`config.mk`:
```
export PLATFORM = sky130hd
export DESIGN_NAME = bcd_stopwatch_flat
export DESIGN_NICKNAME = d
export VERILOG_FILES = /design/src/rtl/bcd_stopwatch_pkg.sv /design/src/rtl/bcd_stopwatch_if.sv /design/src/rtl/bcd_stopwatch_digit.sv /design/src/rtl/bcd_stopwatch.sv /design/src/flat_wrapper.sv
export SDC_FILE = /design/constraint.sdc
export NUM_CORES = 1
export LEC_CHECK = 0
export CORE_UTILIZATION = 40
export CTS_CLUSTER_SIZE = 28
export DETAILED_ROUTE_END_ITERATION = 10
export GPL_TIMING_DRIVEN = 0
export PLACE_DENSITY_LB_ADDON = 0.2
export SYNTH_ARGS = -nofsm -noshare
export SYNTH_HDL_FRONTEND = slang
export SYNTH_SLANG_ARGS = --single-unit
```
`constraint.sdc`:
```
create_clock -name clk -period 2.6 [get_ports clk]
set_input_delay 0.39 -clock clk [delete_from_list [all_inputs] [get_ports clk]]
set_output_delay 0.39 -clock clk [all_outputs]
set_load 0.01 [all_outputs]
```
`src/rtl/bcd_stopwatch_pkg.sv`:
```
// Shared constants, FSM state type and width helper for the BCD stopwatch.
package bcd_stopwatch_pkg;

    localparam logic [3:0] BCD_MAX = 4'd9;
    localparam logic [3:0] BCD_MIN = 4'd0;

    typedef enum logic [1:0] {
        ST_STOPPED = 2'd0,
        ST_RUNNING = 2'd1,
        ST_DONE    = 2'd2
    } state_t;

    // Bits needed to hold values 0..value-1 (value >= 2).
    function automatic int unsigned clog2(input int unsigned value);
        int unsigned result;
        result = 0;
        for (int unsigned v = value - 1; v > 0; v = v >> 1) begin
            result++;
        end
        return result;
    endfunction

endpackage

```
`src/rtl/bcd_stopwatch_if.sv`:
```
// Control/status bundle between the board-side controller and the stopwatch.
interface bcd_stopwatch_if #(
    parameter int unsigned DIGITS = 4
);
    logic                  run_toggle;
    logic                  clear;
    logic                  up_dn;
    logic                  load;
    logic [4*DIGITS-1:0]   load_bcd;
    logic                  lap;
    logic [4*DIGITS-1:0]   bcd;
    logic [4*DIGITS-1:0]   lap_bcd;
    logic                  running;
    logic                  tick;
    logic                  terminal;

    modport master (
        output run_toggle, clear, up_dn, load, load_bcd, lap,
        input  bcd, lap_bcd, running, tick, terminal
    );

    modport slave (
        input  run_toggle, clear, up_dn, load, load_bcd, lap,
        output bcd, lap_bcd, running, tick, terminal
    );
endinterface

```
`src/rtl/bcd_stopwatch_digit.sv`:
```
// One BCD digit: clear > load (clamped to 9) > enabled up/down step with roll-over.
module bcd_digit
    import bcd_stopwatch_pkg::*;
(
    input  logic       clk,
    input  logic       reset,
    input  logic       clear,
    input  logic       load,
    input  logic [3:0] load_val,
    input  logic       en,
    input  logic       up_dn,
    output logic [3:0] digit,
    output logic       at_max,
    output logic       at_min
);

    logic [3:0] digit_q;

    // Digit register; a non-BCD load nibble saturates to 9.
    always_ff @(posedge clk or negedge reset) begin
        if (!reset) begin
            digit_q <= '0;
        end else if (clear) begin
            digit_q <= BCD_MIN;
        end else if (load) begin
            digit_q <= (load_val > BCD_MAX) ? BCD_MAX : load_val;
        end else if (en) begin
            if (up_dn) begin
                digit_q <= (digit_q >= BCD_MAX) ? BCD_MIN : digit_q + 4'd1;
            end else begin
                digit_q <= (digit_q == BCD_MIN) ? BCD_MAX : digit_q - 4'd1;
            end
        end
    end

    assign digit  = digit_q;
    assign at_max = (digit_q == BCD_MAX);
    assign at_min = (digit_q == BCD_MIN);

endmodule

```
`src/rtl/bcd_stopwatch.sv`:
```
// Multi-digit BCD up/down stopwatch with prescaler tick, wrap/saturate, load and lap.
module bcd_stopwatch
    import bcd_stopwatch_pkg::*;
#(
    parameter int unsigned DIGITS = 4,
    parameter int unsigned DIVIDE = 50000000,
    parameter bit          WRAP   = 1'b1
) (
    input  logic           clk,
    input  logic           reset,
    bcd_stopwatch_if.slave sw
);

    localparam int unsigned    PW         = clog2(DIVIDE);
    localparam logic [PW-1:0]  PRESC_LAST = PW'(DIVIDE - 1);

    state_t               state_q, state_d;
    logic [PW-1:0]        presc_q;
    logic [4*DIGITS-1:0]  bcd_w;
    logic [4*DIGITS-1:0]  lap_q;
    logic                 running_q;
    logic                 tick_q;
    logic                 term_q;
    logic [DIGITS-1:0]    at_max;
    logic [DIGITS-1:0]    at_min;
    logic [DIGITS-1:0]    carry;
    logic                 presc_end;
    logic                 advance;
    logic                 all_end;
    logic                 end_evt;
    logic                 sat_evt;

    // A tick is lost to clear/load on the same cycle (they take priority).
    assign presc_end = (state_q == ST_RUNNING) && (presc_q == PRESC_LAST);
    assign advance   = presc_end && !sw.clear && !sw.load;
    assign all_end   = sw.up_dn ? (&at_max) : (&at_min);
    assign end_evt   = advance && all_end;
    assign sat_evt   = end_evt && !WRAP;

    // Saturation suppresses the cascade so the count holds at the range end.
    assign carry[0]  = advance && !sat_evt;

    for (genvar i = 0; i < DIGITS; i++) begin : g_digit
        bcd_digit u_digit (
            .clk      (clk),
            .reset    (reset),
            .clear    (sw.clear),
            .load     (sw.load),
            .load_val (sw.load_bcd[4*i +: 4]),
            .en       (carry[i]),
            .up_dn    (sw.up_dn),
            .digit    (bcd_w[4*i +: 4]),
            .at_max   (at_max[i]),
            .at_min   (at_min[i])
        );
        if (i < DIGITS - 1) begin : g_carry
            assign carry[i+1] = carry[i] && (sw.up_dn ? at_max[i] : at_min[i]);
        end
    end

    // Next-state logic: clear dominates, then saturation, then run_toggle.
    always_comb begin
        state_d = state_q;
        unique case (state_q)
            ST_STOPPED: begin
                if (!sw.clear && sw.run_toggle) state_d = ST_RUNNING;
            end
            ST_RUNNING: begin
                if (sw.clear)           state_d = ST_STOPPED;
                else if (sat_evt)       state_d = ST_DONE;
                else if (sw.run_toggle) state_d = ST_STOPPED;
            end
            ST_DONE: begin
                if (sw.clear || sw.load)           state_d = ST_STOPPED;
                else if (sw.run_toggle && !all_end) state_d = ST_RUNNING;
            end
            default: state_d = ST_STOPPED;
        endcase
    end

    // State register with registered running flag.
    always_ff @(posedge clk or negedge reset) begin
        if (!reset) begin
            state_q   <= ST_STOPPED;
            running_q <= 1'b0;
        end else begin
            state_q   <= state_d;
            running_q <= (state_d == ST_RUNNING);
        end
    end

    // Prescaler advances only while running, so a pause keeps the partial period.
    always_ff @(posedge clk or negedge reset) begin
        if (!reset) begin
            presc_q <= '0;
        end else if (sw.clear) begin
            presc_q <= '0;
        end else if (state_q == ST_RUNNING) begin
            presc_q <= presc_end ? '0 : presc_q + PW'(1);
        end
    end

    // Registered tick/terminal pulses, aligned with the count update edge.
    always_ff @(posedge clk or negedge reset) begin
        if (!reset) begin
            tick_q <= 1'b0;
            term_q <= 1'b0;
        end else begin
            tick_q <= advance;
            term_q <= end_evt;
        end
    end

    // Lap captures the count as it stood before this edge; clear leaves it alone.
    always_ff @(posedge clk or negedge reset) begin
        if (!reset) begin
            lap_q <= '0;
        end else if (sw.lap) begin
            lap_q <= bcd_w;
        end
    end

    assign sw.bcd      = bcd_w;
    assign sw.lap_bcd  = lap_q;
    assign sw.running  = running_q;
    assign sw.tick     = tick_q;
    assign sw.terminal = term_q;

endmodule

```
`src/flat_wrapper.sv`:
```
// flat-port wrapper written by rule: the top's interface ports become plain ports
module bcd_stopwatch_flat import bcd_stopwatch_pkg::*;
#(
    parameter int unsigned DIGITS = 4,
    parameter int unsigned DIVIDE = 50000000,
    parameter bit          WRAP   = 1'b1
)
  (clk, reset, sw_run_toggle, sw_clear, sw_up_dn, sw_load, sw_load_bcd, sw_lap, sw_bcd, sw_lap_bcd, sw_running, sw_tick, sw_terminal);
  bcd_stopwatch_if #(.DIGITS(DIGITS)) sw_i ();
  input  logic clk;
  input  logic reset;
  input wire logic [$bits(sw_i.run_toggle)-1:0] sw_run_toggle;
  input wire logic [$bits(sw_i.clear)-1:0] sw_clear;
  input wire logic [$bits(sw_i.up_dn)-1:0] sw_up_dn;
  input wire logic [$bits(sw_i.load)-1:0] sw_load;
  input wire logic [$bits(sw_i.load_bcd)-1:0] sw_load_bcd;
  input wire logic [$bits(sw_i.lap)-1:0] sw_lap;
  output wire logic [$bits(sw_i.bcd)-1:0] sw_bcd;
  output wire logic [$bits(sw_i.lap_bcd)-1:0] sw_lap_bcd;
  output wire logic [$bits(sw_i.running)-1:0] sw_running;
  output wire logic [$bits(sw_i.tick)-1:0] sw_tick;
  output wire logic [$bits(sw_i.terminal)-1:0] sw_terminal;
  assign sw_i.run_toggle = sw_run_toggle;
  assign sw_i.clear = sw_clear;
  assign sw_i.up_dn = sw_up_dn;
  assign sw_i.load = sw_load;
  assign sw_i.load_bcd = sw_load_bcd;
  assign sw_i.lap = sw_lap;
  assign sw_bcd = sw_i.bcd;
  assign sw_lap_bcd = sw_i.lap_bcd;
  assign sw_running = sw_i.running;
  assign sw_tick = sw_i.tick;
  assign sw_terminal = sw_i.terminal;
  bcd_stopwatch #(.DIGITS(DIGITS), .DIVIDE(DIVIDE), .WRAP(WRAP)) u_core (.clk(clk), .reset(reset), .sw(sw_i));
endmodule
```
==> results of run 1 <==
-- power groups by stage --
stage,Clock (uW),Sequential [uW],Combinational [uW]
after floorplan,0,1140,321
after global placement,0,1130,607
after detailed placement,0,1130,612
after CTS,924,1110,616
after global routing,970,1120,683
final,900,1110,619
-- area by class of cell --
type	count	area [sq um]
fill	930	4796
multi-input combinational	324	2273
sequential	63	1578
timing repair buffer	57	565.5
tap	133	166.4
clock buffer	10	137.6
buffer	24	101.3
inverter	23	86.33
clock inverter	6	70.07
-- cell usage in the layout, fill, tap and decap left out, types with 9 or more instances in the layout --
cell	instances
nor4_1	12
nand3_1	10
dfrtp_1	62
o21ai_0	23
nand2_1	20
xnor2_1	9
nor3_1	19
nand2b_1	9
mux2_2	24
clkbuf_8	10
ha_1	13
clkbuf_1	18
a21oi_1	19
inv_1	22
nor2_1	33
clkdlybuf4s50_1	55
o31ai_1	10
-- path summary, 6_finish.rpt --
| kind | end | depth (start not counted) | start | slack [ns] |
|---|---|---|---|---|
| setup / recovery | u_core.g_digit[3].u_digit.digit[3] | 7 | u_core.g_digit[0].u_digit.digit[0] | 0.12 |
| hold / removal | u_core.sw.terminal | 1 | reset | 0.13 |
| setup reg to reg | u_core.g_digit[3].u_digit.digit[3] | 7 | u_core.g_digit[0].u_digit.digit[0] | 0.12 |
| hold reg to reg | u_core.sw.lap_bcd[13] | 1 | u_core.sw.lap_bcd[13] | 0.51 |
| max in group asynchronous | u_core.g_digit[0].u_digit.digit[0] | 1 | reset | 1.90 |
| min in group clk | u_core.sw.lap_bcd[13] | 1 | u_core.sw.lap_bcd[13] | 0.51 |
-- state kept, by name, summed over array words and instances (netlist names) --
name                          count
u_core.sw.lap_bcd                16
u_core.state_q                    2
u_core.presc_q                   26
u_core.sw.running                 1
u_core.sw.tick                    1
u_core.g_digit.u_digit.digit     16
u_core.sw.terminal                1
-- cell families (layout without fill, tap and decap cells) --
logic type               Yosys count  after routing  share of synthesized area
flip-flops                        63             63                     0.3912
buffers and inverters             47            120                    0.04657
multiplexers                      31             31                    0.08693
adder cells (fa/ha/maj)           13             13                    0.04036
XOR/XNOR                          14             14                    0.03043
AND/OR/NAND/NOR                  157            157                     0.2232
AO/OA/AOI/OAI                    109            109                     0.1813
-- per-stage QoR --
step,std cells,total power (uW)
2_1_floorplan,434,1465
3_3_place_gp,623,1732
3_5_place_dp,623,1741
4_1_cts,639,2649
5_1_grt,640,2774
6_report,640,2629
-- routing by layer --
metal	part of all wire	track usage	wire, um	vias to the layer above
met3	0.060	0.04104	646	24
met1	0.46	0.3033	4964	1744
met2	0.46	0.3418	4944	146
met4	0.023	0.1000	251	0
met5	0	0	0	-
li1	-	-	-	1743
-- timing repair --
action / CTS / global route
endpoints found under the setup margin: 1 / 12
pin swaps: 0 / 1
setup buffers: 0 / 1
gates resized for setup: 1 / 2
==> qor.yml, run 1 <==
rsz0062_at_grt: "false"
cts_sinks: 63
fin_util: 0.5093
dp_hpwl_um: 7718
start_util: 0.4123
die_area_sq_mm: 0.01048
io_buffer_count: 56
setup_violations: 0
fmax_mhz: 402.6
synth_area_sq_mm: 0.004030
preCtsSetupSlack_ns: -0.1147
io_pins: 58
hold_violations: 0
path_buf_inv: 1
track_usage: 0.2219
root_buffer: "clkbuf_8"
grt_pass1_wl_um: 17700
timing.setup.tns_ns: 0
start_kind: "register"
synth-edff-count: 0
ys_seq_area_frac: 0.3912
detail_route.wl_per_cell_um: 16.88
outcome: "finished clean"
yosys-top-cells-area: "dfrtp_1, mux2_2, ha_1"
drv_slew: 0
clock_skew_ns: 0.01293
grt_pass1_vias: 3532
place.gp.congestion: 0.9302
end_kind: "register"
synth_top_area_share: 0.3912
cp_cell_sequence: "inv_1 -> ha_1 -> or3b_2 -> a21oi_2 -> nand2_1 -> o31a_1 -> mux2_4"
ant_nets: 0
critical-path-top-delay-family: "compound AO/OA/AOI/OAI gates"
antenna_found_initial: 0
synth.distinct_cells: 64
die_h_um: 102.4
dpl_cell_area_sq_mm: 0.004755
clk_latency_ns: 0.35
ir_drop_v: 0.0002564
swShare: 0.3077
cp.arrival_ns: 2.71
synthCells: 434
worst_path_max_delay_cell: "dfrtp_2"
critPathMaxStageDelay_ns: 0.49
relSlewSlack: 0.4658
path_clk_slew_ns: 0.08
fin_area_sq_mm: 0.004979
drt_iter0_markers: 322
critPathKind: "reg -> reg"
hold_class: "in -> async"
drt_first_pass_iters: 7
n_antenna_cell: 0
drive_above_1_share: 0.1223
syn_to_final_growth_pct: 23.53
drc: 0
pwr-share-clk: 0.342
power_switching_uw: 809.0
critPathRequiredTime_ns: 2.83
htreeDepth: 3
coreArea_sq_mm: 0.009774
yosysTopAreaCell: "dfrtp_1"
die_w_um: 102.4
holdWs_ns: 0.1269
ys_warn_count: 0
ys_ff_latch: 63
combPwrFrac: 0.235
hold_buffers: 0
syn-num-nets: 470
cts_buffer_depth: 2
cellLeakagePower_uw: 0.002018
worstPathMaxFanout: 9
p_per_area_mw_per_mm2: 528.0
p_int_uw: 1820
grt_overflow_total: 0
grt_max_degree: 64
cts_buffers: 9
via_count: 3657
cts_tree: "done"
placementRows: 36
postSynth.asyncResetShare: 1.000
cap_violations: 0
viasPerCell: 5.714
worst_slack_ns: 0.1161
avgSynthCellArea_sq_um: 9.286
seqPwrFrac: 0.422
ys.flop_type: "dfrtp_1"
fin_nets: 538
netlist_top_cells_count: "dfrtp_1, nor2_1, mux2_2"
period_minus_slack_ns: 2.484
tightest_slew_ns: 0.8014
period_share: 0.9553
drt_wl_total_um: 10810
yosysMostFrequentCell: "dfrtp_1"
(Power assumes the default switching activity.)
==> inputs of run 2 (changes only) <==
==> constraint.sdc (replaced) <==
create_clock -name clk -period 2.6 [get_ports clk]
set_input_delay 0.26 -clock clk [delete_from_list [all_inputs] [get_ports clk]]
set_output_delay 0.26 -clock clk [all_outputs]
set_load 0.01 [all_outputs]
==> results of run 2 <==
The final DEF is identical to that of run 1. Status: finished, violations left: negative hold slack.
Main changes from that run: setup slack after placement -0.1147 ns -> 0.01532 ns; hold slack 0.1269 ns -> -0.003143 ns; number of hold violations in the final report 0 -> 3
